## config.mk

```make
export PLATFORM = sky130hd
export DESIGN_NAME = data_mem_ctrl
export DESIGN_NICKNAME = d
export VERILOG_FILES = /design/src/rtl/data_mem_ctrl_pkg.sv /design/src/rtl/load_extend.sv /design/src/rtl/data_mem_ctrl.sv
export SDC_FILE = /design/constraint.sdc
export NUM_CORES = 1
export LEC_CHECK = 0
export ABC_AREA = 1
export ABC_CLOCK_PERIOD_IN_PS = 2400
export CORE_MARGIN = 8
export CORE_UTILIZATION = 38
export DETAILED_ROUTE_END_ITERATION = 16
export PLACE_DENSITY = 0.77
export SETUP_SLACK_MARGIN = 0.05
export SLEW_MARGIN = 25
export SYNTH_ARGS = -nofsm -noshare
export SYNTH_HDL_FRONTEND = slang
export SYNTH_SLANG_ARGS = --single-unit
export TNS_END_PERCENT = 1
```

## constraint.sdc

```tcl
create_clock -name clk -period 2.4 [get_ports clk]
set_clock_uncertainty 0.2 [all_clocks]
set_input_delay 0.48 -clock clk [delete_from_list [all_inputs] [get_ports clk]]
set_output_delay 0.48 -clock clk [all_outputs]
set_load 0.05 [all_outputs]
```

## src/rtl/data_mem_ctrl_pkg.sv

```systemverilog
// Shared constants, FSM encoding and lane helpers for the MEM-stage data memory controller.
package mem_ctrl_pkg;
  localparam int XLEN = 32;
  localparam int BE_W = XLEN / 8;

  localparam logic [2:0] F3_B  = 3'b000;
  localparam logic [2:0] F3_H  = 3'b001;
  localparam logic [2:0] F3_W  = 3'b010;
  localparam logic [2:0] F3_BU = 3'b100;
  localparam logic [2:0] F3_HU = 3'b101;

  typedef enum logic [1:0] {
    IDLE = 2'd0,
    REQ  = 2'd1,
    DONE = 2'd2
  } state_t;

  // funct3[1:0] encodes the access size for every legal load/store.
  function automatic logic [BE_W-1:0] byte_enables(input logic [2:0] f3, input logic [1:0] off);
    case (f3[1:0])
      2'b00:   return 4'b0001 << off;
      2'b01:   return 4'b0011 << {off[1], 1'b0};
      default: return 4'b1111;
    endcase
  endfunction

  function automatic logic [XLEN-1:0] lane_replicate(input logic [2:0] f3, input logic [XLEN-1:0] wd);
    case (f3[1:0])
      2'b00:   return {4{wd[7:0]}};
      2'b01:   return {2{wd[15:0]}};
      default: return wd;
    endcase
  endfunction
endpackage

```

## src/rtl/load_extend.sv

```systemverilog
// Selects the addressed byte/halfword lane of a bus read word and sign/zero-extends it.
module load_extend
  import mem_ctrl_pkg::*;
(
  input  logic [XLEN-1:0] bus_rdata,
  input  logic [2:0]      funct3,
  input  logic [1:0]      offset,
  output logic [XLEN-1:0] result
);
  logic [7:0]  byte_lane;
  logic [15:0] half_lane;

  always_comb begin
    byte_lane = bus_rdata[{offset, 3'b000} +: 8];
    half_lane = offset[1] ? bus_rdata[31:16] : bus_rdata[15:0];
    case (funct3)
      F3_B:    result = {{24{byte_lane[7]}}, byte_lane};
      F3_BU:   result = {24'b0, byte_lane};
      F3_H:    result = {{16{half_lane[15]}}, half_lane};
      F3_HU:   result = {16'b0, half_lane};
      default: result = bus_rdata;
    endcase
  end
endmodule

```

## src/rtl/data_mem_ctrl.sv

```systemverilog
// MEM-stage load/store responder: one single-beat req/ready bus transaction per request,
// with misalign/illegal detection, request timeout and pipeline stall generation.
module data_mem_ctrl
  import mem_ctrl_pkg::*;
#(
  parameter int TIMEOUT = 16
) (
  input  logic            clk,
  input  logic            rst_n,
  input  logic            mem_read,
  input  logic            mem_write,
  input  logic [2:0]      funct3,
  input  logic [XLEN-1:0] addr,
  input  logic [XLEN-1:0] wdata,
  output logic            stall,
  output logic [XLEN-1:0] rdata,
  output logic            rdata_valid,
  output logic            misalign,
  output logic            err,
  output logic            bus_req,
  output logic            bus_we,
  output logic [XLEN-1:0] bus_addr,
  output logic [XLEN-1:0] bus_wdata,
  output logic [BE_W-1:0] bus_be,
  input  logic            bus_ready,
  input  logic [XLEN-1:0] bus_rdata,
  input  logic            bus_err
);
  localparam int CNT_W = $clog2(TIMEOUT + 1);
  localparam logic [CNT_W-1:0] CNT_LAST = CNT_W'(TIMEOUT - 1);

  state_t          state, state_next;
  logic [CNT_W-1:0] cnt;
  logic [2:0]       f3_q;
  logic [1:0]       off_q;
  logic             is_load_q;
  logic             fail_q;
  logic [XLEN-1:0]  rdata_q;
  logic [XLEN-1:0]  ext_data;
  logic             any_req, illegal, misaligned, start;

  load_extend u_load_extend (
    .bus_rdata (bus_rdata),
    .funct3    (f3_q),
    .offset    (off_q),
    .result    (ext_data)
  );

  always_comb begin
    any_req    = mem_read | mem_write;
    illegal    = (mem_read & mem_write)
               | (mem_read & ((funct3 == 3'b011) | (funct3[2:1] == 2'b11)))
               | (mem_write & (funct3 >= 3'b011));
    misaligned = ((funct3[1:0] == 2'b01) & addr[0])
               | ((funct3[1:0] == 2'b10) & (addr[1:0] != 2'b00));
    start      = (state == IDLE) & any_req & ~illegal & ~misaligned;
  end

  always_comb begin
    state_next = state;
    case (state)
      IDLE:    if (start) state_next = REQ;
      REQ:     if (bus_ready || (cnt == CNT_LAST)) state_next = DONE;
      DONE:    state_next = IDLE;
      default: state_next = IDLE;
    endcase
  end

  // Request-side pulses are combinational; gating with rst_n keeps every output low in reset.
  always_comb begin
    stall       = rst_n & (start | (state == REQ));
    misalign    = rst_n & (state == IDLE) & any_req & ~illegal & misaligned;
    err         = rst_n & (((state == IDLE) & any_req & illegal) | ((state == DONE) & fail_q));
    rdata_valid = (state == DONE) & is_load_q & ~fail_q;
    rdata       = rdata_q;
  end

  always_ff @(posedge clk or negedge rst_n) begin
    if (!rst_n) begin
      state     <= IDLE;
      cnt       <= '0;
      f3_q      <= '0;
      off_q     <= '0;
      is_load_q <= 1'b0;
      fail_q    <= 1'b0;
      rdata_q   <= '0;
      bus_req   <= 1'b0;
      bus_we    <= 1'b0;
      bus_addr  <= '0;
      bus_wdata <= '0;
      bus_be    <= '0;
    end else begin
      state <= state_next;
      case (state)
        IDLE: begin
          if (start) begin
            f3_q      <= funct3;
            off_q     <= addr[1:0];
            is_load_q <= mem_read;
            fail_q    <= 1'b0;
            cnt       <= '0;
            bus_req   <= 1'b1;
            bus_we    <= mem_write;
            bus_addr  <= {addr[XLEN-1:2], 2'b00};
            bus_be    <= byte_enables(funct3, addr[1:0]);
            bus_wdata <= lane_replicate(funct3, wdata);
          end
        end
        REQ: begin
          cnt <= cnt + 1'b1;
          if (bus_ready) begin
            bus_req <= 1'b0;
            fail_q  <= bus_err;
            rdata_q <= (is_load_q && !bus_err) ? ext_data : '0;
          end else if (cnt == CNT_LAST) begin
            bus_req <= 1'b0;
            fail_q  <= 1'b1;
            rdata_q <= '0;
          end
        end
        default: ;
      endcase
    end
  end
endmodule
```

==> impl_metrics.ini, run 1 <==
[pwr]
powerDensity_nw_per_um2 = 1160
ir_worst_vdd_mv = 0.699
leakagePower_nw = 4.29

[place]
port_buffers = 208
dp_slack_ps = -178
dpl.hpwl_microns = 13100
gp_congestion = 0.865

[synth]
ys_seq_elements = 114
yosys_warnings = 0
synth.most_common_cell = nand2_1
synth-seq-area-share_pct = 51.7
netlist.area_leader.share_pct = 51.7
synth_cell_types = 27
synth.area.top_cells = dfrtp_1 52%, nand2_1 16%, inv_1 4.8%, o21ai_0 4.4%, o21ai_1 4.0%
yosysTopAreaCell = dfrtp_1
ys.flop_type = dfrtp_1
synthArstFlopShare_pct = 100
synth_common_cells = 241 x nand2_1, 114 x dfrtp_1, 71 x inv_1, 54 x nor2_1, 48 x o21ai_0
synth_edf_count = 0
syn_area_per_cell_sq_um = 7.72
synth_area_sq_um = 5520
syn_inst = 714

[clock_tree]
root_buffer = clkbuf_16
cts_tree = yes
clk-insertion-delay-late_ps = 410
htreeDepth = 4
numClockSinks = 114
cts.clk_slew.worst_paths_ps = 60
clk_path_buf_depth = 2
cts_buffers = 17

[worst_setup_path]
path_max_fanout = 2
worstPathCellList = clkdlybuf4s50_1
crit_family = buffers and inverters
required_ps = 1720
end_kind = primary output
arrival_ps = 1620
cp-start-kind = flop
critPathMaxStageDelay_ps = 820
worstSetupPathType = reg2out
crit_slowest_cell = clkdlybuf4s50_1
path_buf_inv = 1

[global_routing]
grt_max_degree = 113
grt_pass1_wl_microns = 27800
grt.overflow.total = 0
grt_pass1_vias = 5251
grt_usage_pct = 19.2
antenna_found_initial = 5

[layout]
final_core_util_pct = 60.6
finalNetCount = 1050
fillers = 1280
drive_gt1_share_pct = 11.0
syn_to_final_growth_pct = 57.9

[floorplan]
core-area_sq_um = 14400
die_w_microns = 136
rows = 44
num_io_pins = 211
start_util_pct = 38.4
die_h_microns = 136
die_area_sq_um = 18600

[timing]
rsz0062_at_grt = yes
slew_headroom_pct = 58.9
setup_slack_ps = 95.0
max_freq_ghz = 0.434
finalSetupViolCount = 0
min_period_ps = 2300
tightest_slew_ps = 617
tns_ps = 0
drv_slew = 0
hold_viol = 0
fin_crit_sh_pct = 96.0

[route]
wl_microns = 17800
drtAntennaViolNets = 0
via_count = 5402
drc_errors = 0
dr.pass1.iters = 5
wl_per_cell_microns = 15.6
first_iter_violations = 372
vias_per_cell = 4.73

[job]
max-cap-violations = 0

[run_status]
status = finished, final reports clean

[min_path]
hold_path_class = in2async
per-stage QoR:
stage,std cells,hold WS [ps],area (sq um),total power [mW]
after floorplan,715,-15.6,5530,5.71
after global placement,1101,113,7950,7.36
after detailed placement,1101,112,7950,7.41
after CTS,1135,64.3,8630,10.2
after global routing,1142,89.7,8710,10.6
final,1142,29.7,8710,10.1
layout make-up:
cell class,count,area [sq um],area share (%)
Sequential cell,114,2850,32.8
Timing Repair Buffer,247,2490,28.6
Multi-Input combinational cell,486,2210,25.4
Clock buffer,22,474,5.44
Inverter,77,289,3.32
Tap cell,184,230,2.64
Clock inverter,9,154,1.77
Antenna cell,3,7.51,0.0862
routing by layer:
layer  track usage, %  up-vias  wire (microns)
li1                 -     2716               -
met1             22.9     2443            7290
met2             30.7      220            8320
met3             7.69       21            1890
met4             6.77        2             260
met5                0        -               8
state kept, by name, summed over array words and instances, names as in the netlist, 2 cells and up:
signal / count
state: 2
off_q: 2
bus_wdata: 32
f3_q: 3
cnt: 5
bus_be: 4
rdata: 32
bus_addr: 30
power by group:
| group | switching (mW) | total (mW) | leakage, nW | internal, mW |
|---|---|---|---|---|
| registers | 0.361 | 2.85 | 1.47 | 2.49 |
| logic | 3.03 | 4.56 | 2.51 | 1.53 |
| clock network | 0.890 | 2.70 | 0.302 | 1.81 |
| total | 4.28 | 10.1 | 4.29 | 5.84 |
cells by family (layout without fill, tap and decap cells):
logic type / Yosys count / after routing / share of synthesized area, %
AND/OR/NAND/NOR: 340 / 340 / 24.9
AO/OA/AOI/OAI: 142 / 142 / 13.2
buffers and inverters: 115 / 355 / 9.60
flip-flops: 114 / 114 / 51.7
adder cells (fa/ha/maj): 2 / 2 / 0.454
other: 1 / 5 / 0.0680
cells in the final DEF (no fill, tap or decap), types with 4 or more instances in the layout:
cell type and count:
buf_12 10, nor2_2 4, buf_4 32, clkbuf_16 17, dlygate4sd2_1 5, o211ai_1 7
or2_2 4, nand2_2 5, clkdlybuf4s50_1 196, dfrtp_1 114, inv_2 9, o21ai_0 47
nand2_1 238, nor2_1 53, inv_1 66, o21ai_1 43, a21oi_1 39, nand3_1 27
bufinv_16 4
path summary, 6_finish.rpt:
kind	start	endpoint	slack, ps	depth (start not counted)
max reg2reg	cnt[0]	rdata[4]	260	10
max in group asynchronous	rst_n	rdata[13]	1520	2
min	rst_n	bus_addr[22]	30	2
min in group clk	mem_read	bus_we	210	2
min reg2reg	rdata[31]	rdata[31]	270	2
max	bus_wdata[1]	bus_wdata[1]	100	1
timing repair:
item | in CTS | in global routing
gates cloned | 0 | 0
pin swaps | 4 | 8
buffers inserted | 2 | 4
endpoints found under the hold margin | 2 | 0
setup endpoints to repair | 3 | 4
hold buffers | 1 | 0
gates resized for setup | 15 | 13
Power figures use the tool's default switching activity.
==> run 2: changes to the inputs <==
- CAP_MARGIN: not set -> 20
- CORE_MARGIN: 8 -> not set
- SKIP_CTS_REPAIR_TIMING: not set -> 1
==> impl_metrics.ini, run 2 (synthesis gave the netlist of run 1 again) <==
[place]
dp_slack_ps = -212
port_buffers = 208
gp_congestion = 0.887
dpl.hpwl_microns = 11800
place_inst = 1095
placed_area_sq_um = 7870

[layout]
register_area_sq_um = 2850
syn_to_final_growth_pct = 55.8
final_cell_mix = 238 x nand2_1, 194 x clkdlybuf4s50_1, 114 x dfrtp_1, 67 x inv_1, 53 x nor2_1
finalNetCount = 1047
fillers = 1239
design_area_sq_um = 8590
final_common_cell = nand2_1
drive_gt1_share_pct = 10.6
multi_input_area_sq_um = 2190
fin_cells = 1135

[global_routing]
grt_usage_pct = 22.6
antenna_found_initial = 2
grt_pass1_wl_microns = 25900
grt_max_degree = 57
grt.overflow.total = 0
grt_pass1_vias = 5252

[timing]
slew_headroom_pct = 53.5
fin_crit_sh_pct = 96.2
setup_slack_ps = 91.7
max_freq_ghz = 0.433
hold_slack_ps = 19.9
tightest_slew_ps = 697
hold_viol = 0
rsz0062_at_grt = yes
drv_slew = 0
finalSetupViolCount = 0
min_period_ps = 2310

[pwr]
powerDensity_nw_per_um2 = 1160
leakagePower_nw = 4.27
ir_worst_vdd_mv = 0.750
power_mw = 9.94

[run_status]
status = finished, final reports clean

[floorplan]
die_h_microns = 122
num_io_pins = 211
core-area_sq_um = 14000
rows = 43
start_util_pct = 39.3
die_w_microns = 122
die_area_sq_um = 15000

[clock_tree]
numClockSinks = 114
clk-insertion-delay-late_ps = 410
cts_tree = yes
cts.clk_slew.worst_paths_ps = 50
cts_buffers = 17
root_buffer = clkbuf_16
htreeDepth = 4
clk_path_buf_depth = 2

[min_path]
hold_path_class = in2async

[worst_setup_path]
path_buf_inv = 1
crit_slowest_cell = clkdlybuf4s50_1
critPathMaxStageDelay_ps = 850
arrival_ps = 1630
end_kind = primary output
worstPathCellList = clkdlybuf4s50_1
cp-start-kind = flop
worstSetupPathType = reg2out
required_ps = 1720
path_max_fanout = 2
crit_family = buffers and inverters

[route]
wl_microns = 16300
dr.pass1.iters = 5
via_count = 5433
drtAntennaViolNets = 0
wl_per_cell_microns = 14.3
vias_per_cell = 4.79
drc_errors = 0
first_iter_violations = 333

[job]
max-cap-violations = 0
==> run 2: changes by cell type in the layout (fill, tap and decap cells not counted), moves of 2 or more <==
cell             before  now
dlymetal6s2s_1        2    7
clkdlybuf4s50_1     196  194
buf_12               10    5
dlygate4sd2_1         5    0
o21ai_1              43   45
buf_4                32   36
==> run 2: layout make-up <==
| type | instances | share of cell area, % |
|---|---|---|
| Antenna cell | 2 | 0.0582 |
| Clock buffer | 23 | 5.68 |
| Clock inverter | 9 | 1.48 |
| Inverter | 77 | 3.36 |
| Multi-Input combinational cell | 486 | 25.4 |
| Sequential cell | 114 | 33.2 |
| Tap cell | 180 | 2.62 |
| Timing Repair Buffer | 244 | 28.2 |
==> run 2: path summary, 6_finish.rpt <==
kind                       slack [ps]  depth (start not counted)      endpoint         start
hold reg to reg                   270                          2       bus_req       bus_req
setup / recovery                   90                          1  bus_wdata[8]  bus_wdata[8]
min in group clk                  130                          2        bus_we      mem_read
max in group asynchronous        1110                          3     rdata[12]         rst_n
setup reg to reg                  230                         10      rdata[4]        cnt[0]
hold / removal                     20                          2      rdata[2]         rst_n
==> run 2: report_power, final <==
group	internal, mW	switching, mW	leakage (nW)	total, mW
registers	2.49	0.377	1.47	2.87
logic	1.49	2.99	2.51	4.47
clock network	1.74	0.865	0.295	2.60
==> run 2: layer usage <==
layer | track usage (%) | vias to the layer above | part of all wire [%]
met5 | 0 | - | 0
li1 | - | 2704 | -
met3 | 8.88 | 25 | 8.7
met4 | 6.86 | 0 | 1.9
met2 | 37.3 | 203 | 47
met1 | 27.2 | 2501 | 43
==> run 2: through the flow <==
step	setup TNS (ps)	util, %
finish	0	61.2
CTS	-564	60.4
detailed placement	-1540	56.0
global placement	-708	56.0
floorplan	-147	-
global route	0	61.2
==> run 3: changes to the inputs <==
- ABC_CLOCK_PERIOD_IN_PS: 2400 -> 2550
- clock period: 2.4 -> 2.55 ns (I/O delays scaled with it)
==> impl_metrics.ini, run 3 (synthesis gave the netlist of run 1 again) <==
[min_path]
hold_path_class = in2reg

[worst_setup_path]
path_max_fanout = 3
arrival_ps = 1760
required_ps = 1840
worstPathCellList = clkdlybuf4s50_1 > inv_1 > o21ai_2 > nand3_4 > nand3_4 > a21oi_4 > buf_12
crit_path_start = addr[1]
worstReg2RegStart = cnt[0]
r2r_end = rdata[15]
end_kind = primary output
r2r_slack_ps = 460
reg2regPathDepth = 11
crit_slowest_cell = clkdlybuf4s50_1
cp_common_cell = nand3_4
critPathMaxStageDelay_ps = 520
cp-start-kind = input port
crit_end = stall
worstSetupPathType = in2out

[timing]
tns_ps = 0
fin_crit_sh_pct = 97.0
drv_slew = 0
max_freq_ghz = 0.404
min_period_ps = 2470
tightest_slew_ps = 697
finalSetupViolCount = 0
hold_viol = 0
rsz0062_at_grt = no
slew_headroom_pct = 53.4

[global_routing]
grt_pass1_wl_microns = 25300
antenna_found_initial = 2
grt_max_degree = 50
grt_pass1_vias = 5027
grt.overflow.total = 0
grt_usage_pct = 22.5

[route]
wl_per_cell_microns = 14.4
drtAntennaViolNets = 0
via_count = 5393
dr.pass1.iters = 4
vias_per_cell = 4.79
first_iter_violations = 329
drc_errors = 0
wl_microns = 16300

[job]
max-cap-violations = 0

[place]
gp_congestion = 0.896
port_buffers = 208
placed_area_sq_um = 7850
dpl.hpwl_microns = 11700

[layout]
finalNetCount = 1041
final_common_cell = nand2_1
final_core_util_pct = 60.5
final_cell_mix = 240 x nand2_1, 199 x clkdlybuf4s50_1, 114 x dfrtp_1, 69 x inv_1, 53 x nor2_1
drive_gt1_share_pct = 9.10
design_area_sq_um = 8500
syn_to_final_growth_pct = 54.0

[floorplan]
die_area_sq_um = 15000
core-area_sq_um = 14000
die_w_microns = 122
start_util_pct = 39.3
num_io_pins = 211
die_h_microns = 122
rows = 43

[clock_tree]
cts.clk_slew.worst_paths_ps = 50
root_buffer = clkbuf_16
numClockSinks = 114
htreeDepth = 4
clk_path_buf_depth = 2
cts_tree = yes
clk-insertion-delay-late_ps = 410
cts_buffers = 17

[pwr]
ir_worst_vdd_mv = 0.777
leakagePower_nw = 4.20
powerDensity_nw_per_um2 = 1080
power_mw = 9.20

[run_status]
status = finished, final reports clean
[run 3: cell count changes in the layout (fill, tap and decap cells not counted), sizes merged]
cell	change
clkbuf	+1
clkinv	+1
clkdlybuf4s50	+5
dlymetal6s2s	-3
bufinv	-1
buf	-8
clkinvlp	-3
[run 3: layout make-up]
cell class / count / area (sq um)
diodes: 2 / 5.00
clock buffers: 24 / 482
repair buffers: 238 / 2370
fillers: 1248 / 5550
flip-flops and latches: 114 / 2850
multi-input cells: 486 / 2190
inverters: 77 / 289
well taps: 180 / 225
clock inverters: 6 / 80.1
[run 3: through the flow]
step | setup WS (ps) | hold WS (ps) | instances
after floorplan | 6.84 | 14.4 | 715
after global placement | -132 | 219 | 1092
after detailed placement | -171 | 214 | 1092
after CTS | -202 | -225 | 1122
final | 77.8 | 173 | 1127
after global routing | 66.3 | 169 | 1127
[run 3: power breakdown]
group | total [mW] | internal, mW | switching [mW]
sequential | 2.69 | 2.35 | 0.348
clock | 2.28 | 1.50 | 0.788
combinational | 4.22 | 1.40 | 2.82
total | 9.20 | 5.24 | 3.96
[run 3: worst max-delay path, delay by kind of cell]
family | cells | cell delay, ps
buf+inv | 3 | 780
simple gates | 2 | 240
compound gates | 2 | 230
[run 3: worst min path at each step]
stage	start	to	slack, ps	cells after the start
3_3_place_gp	rst_n	bus_addr[26]	220	1
5_1_grt	mem_read	bus_we	170	2
2_1_floorplan	rst_n	bus_addr[10]	10	0
3_5_place_dp	rst_n	bus_addr[21]	210	1
6_report	mem_read	bus_we	170	2
4_1_cts	rst_n	bus_addr[23]	-230	1
[run 3: per-layer routing]
layer | vias to the layer above | routed length (microns) | global-route usage, % | part of all wire [%]
li1 | 2684 | - | - | -
met1 | 2472 | 6690 | 26.5 | 41
met5 | - | 0 | 0 | 0
met3 | 27 | 1390 | 7.85 | 8.6
met2 | 210 | 7690 | 36.2 | 47
met4 | 0 | 493 | 11.2 | 3.0
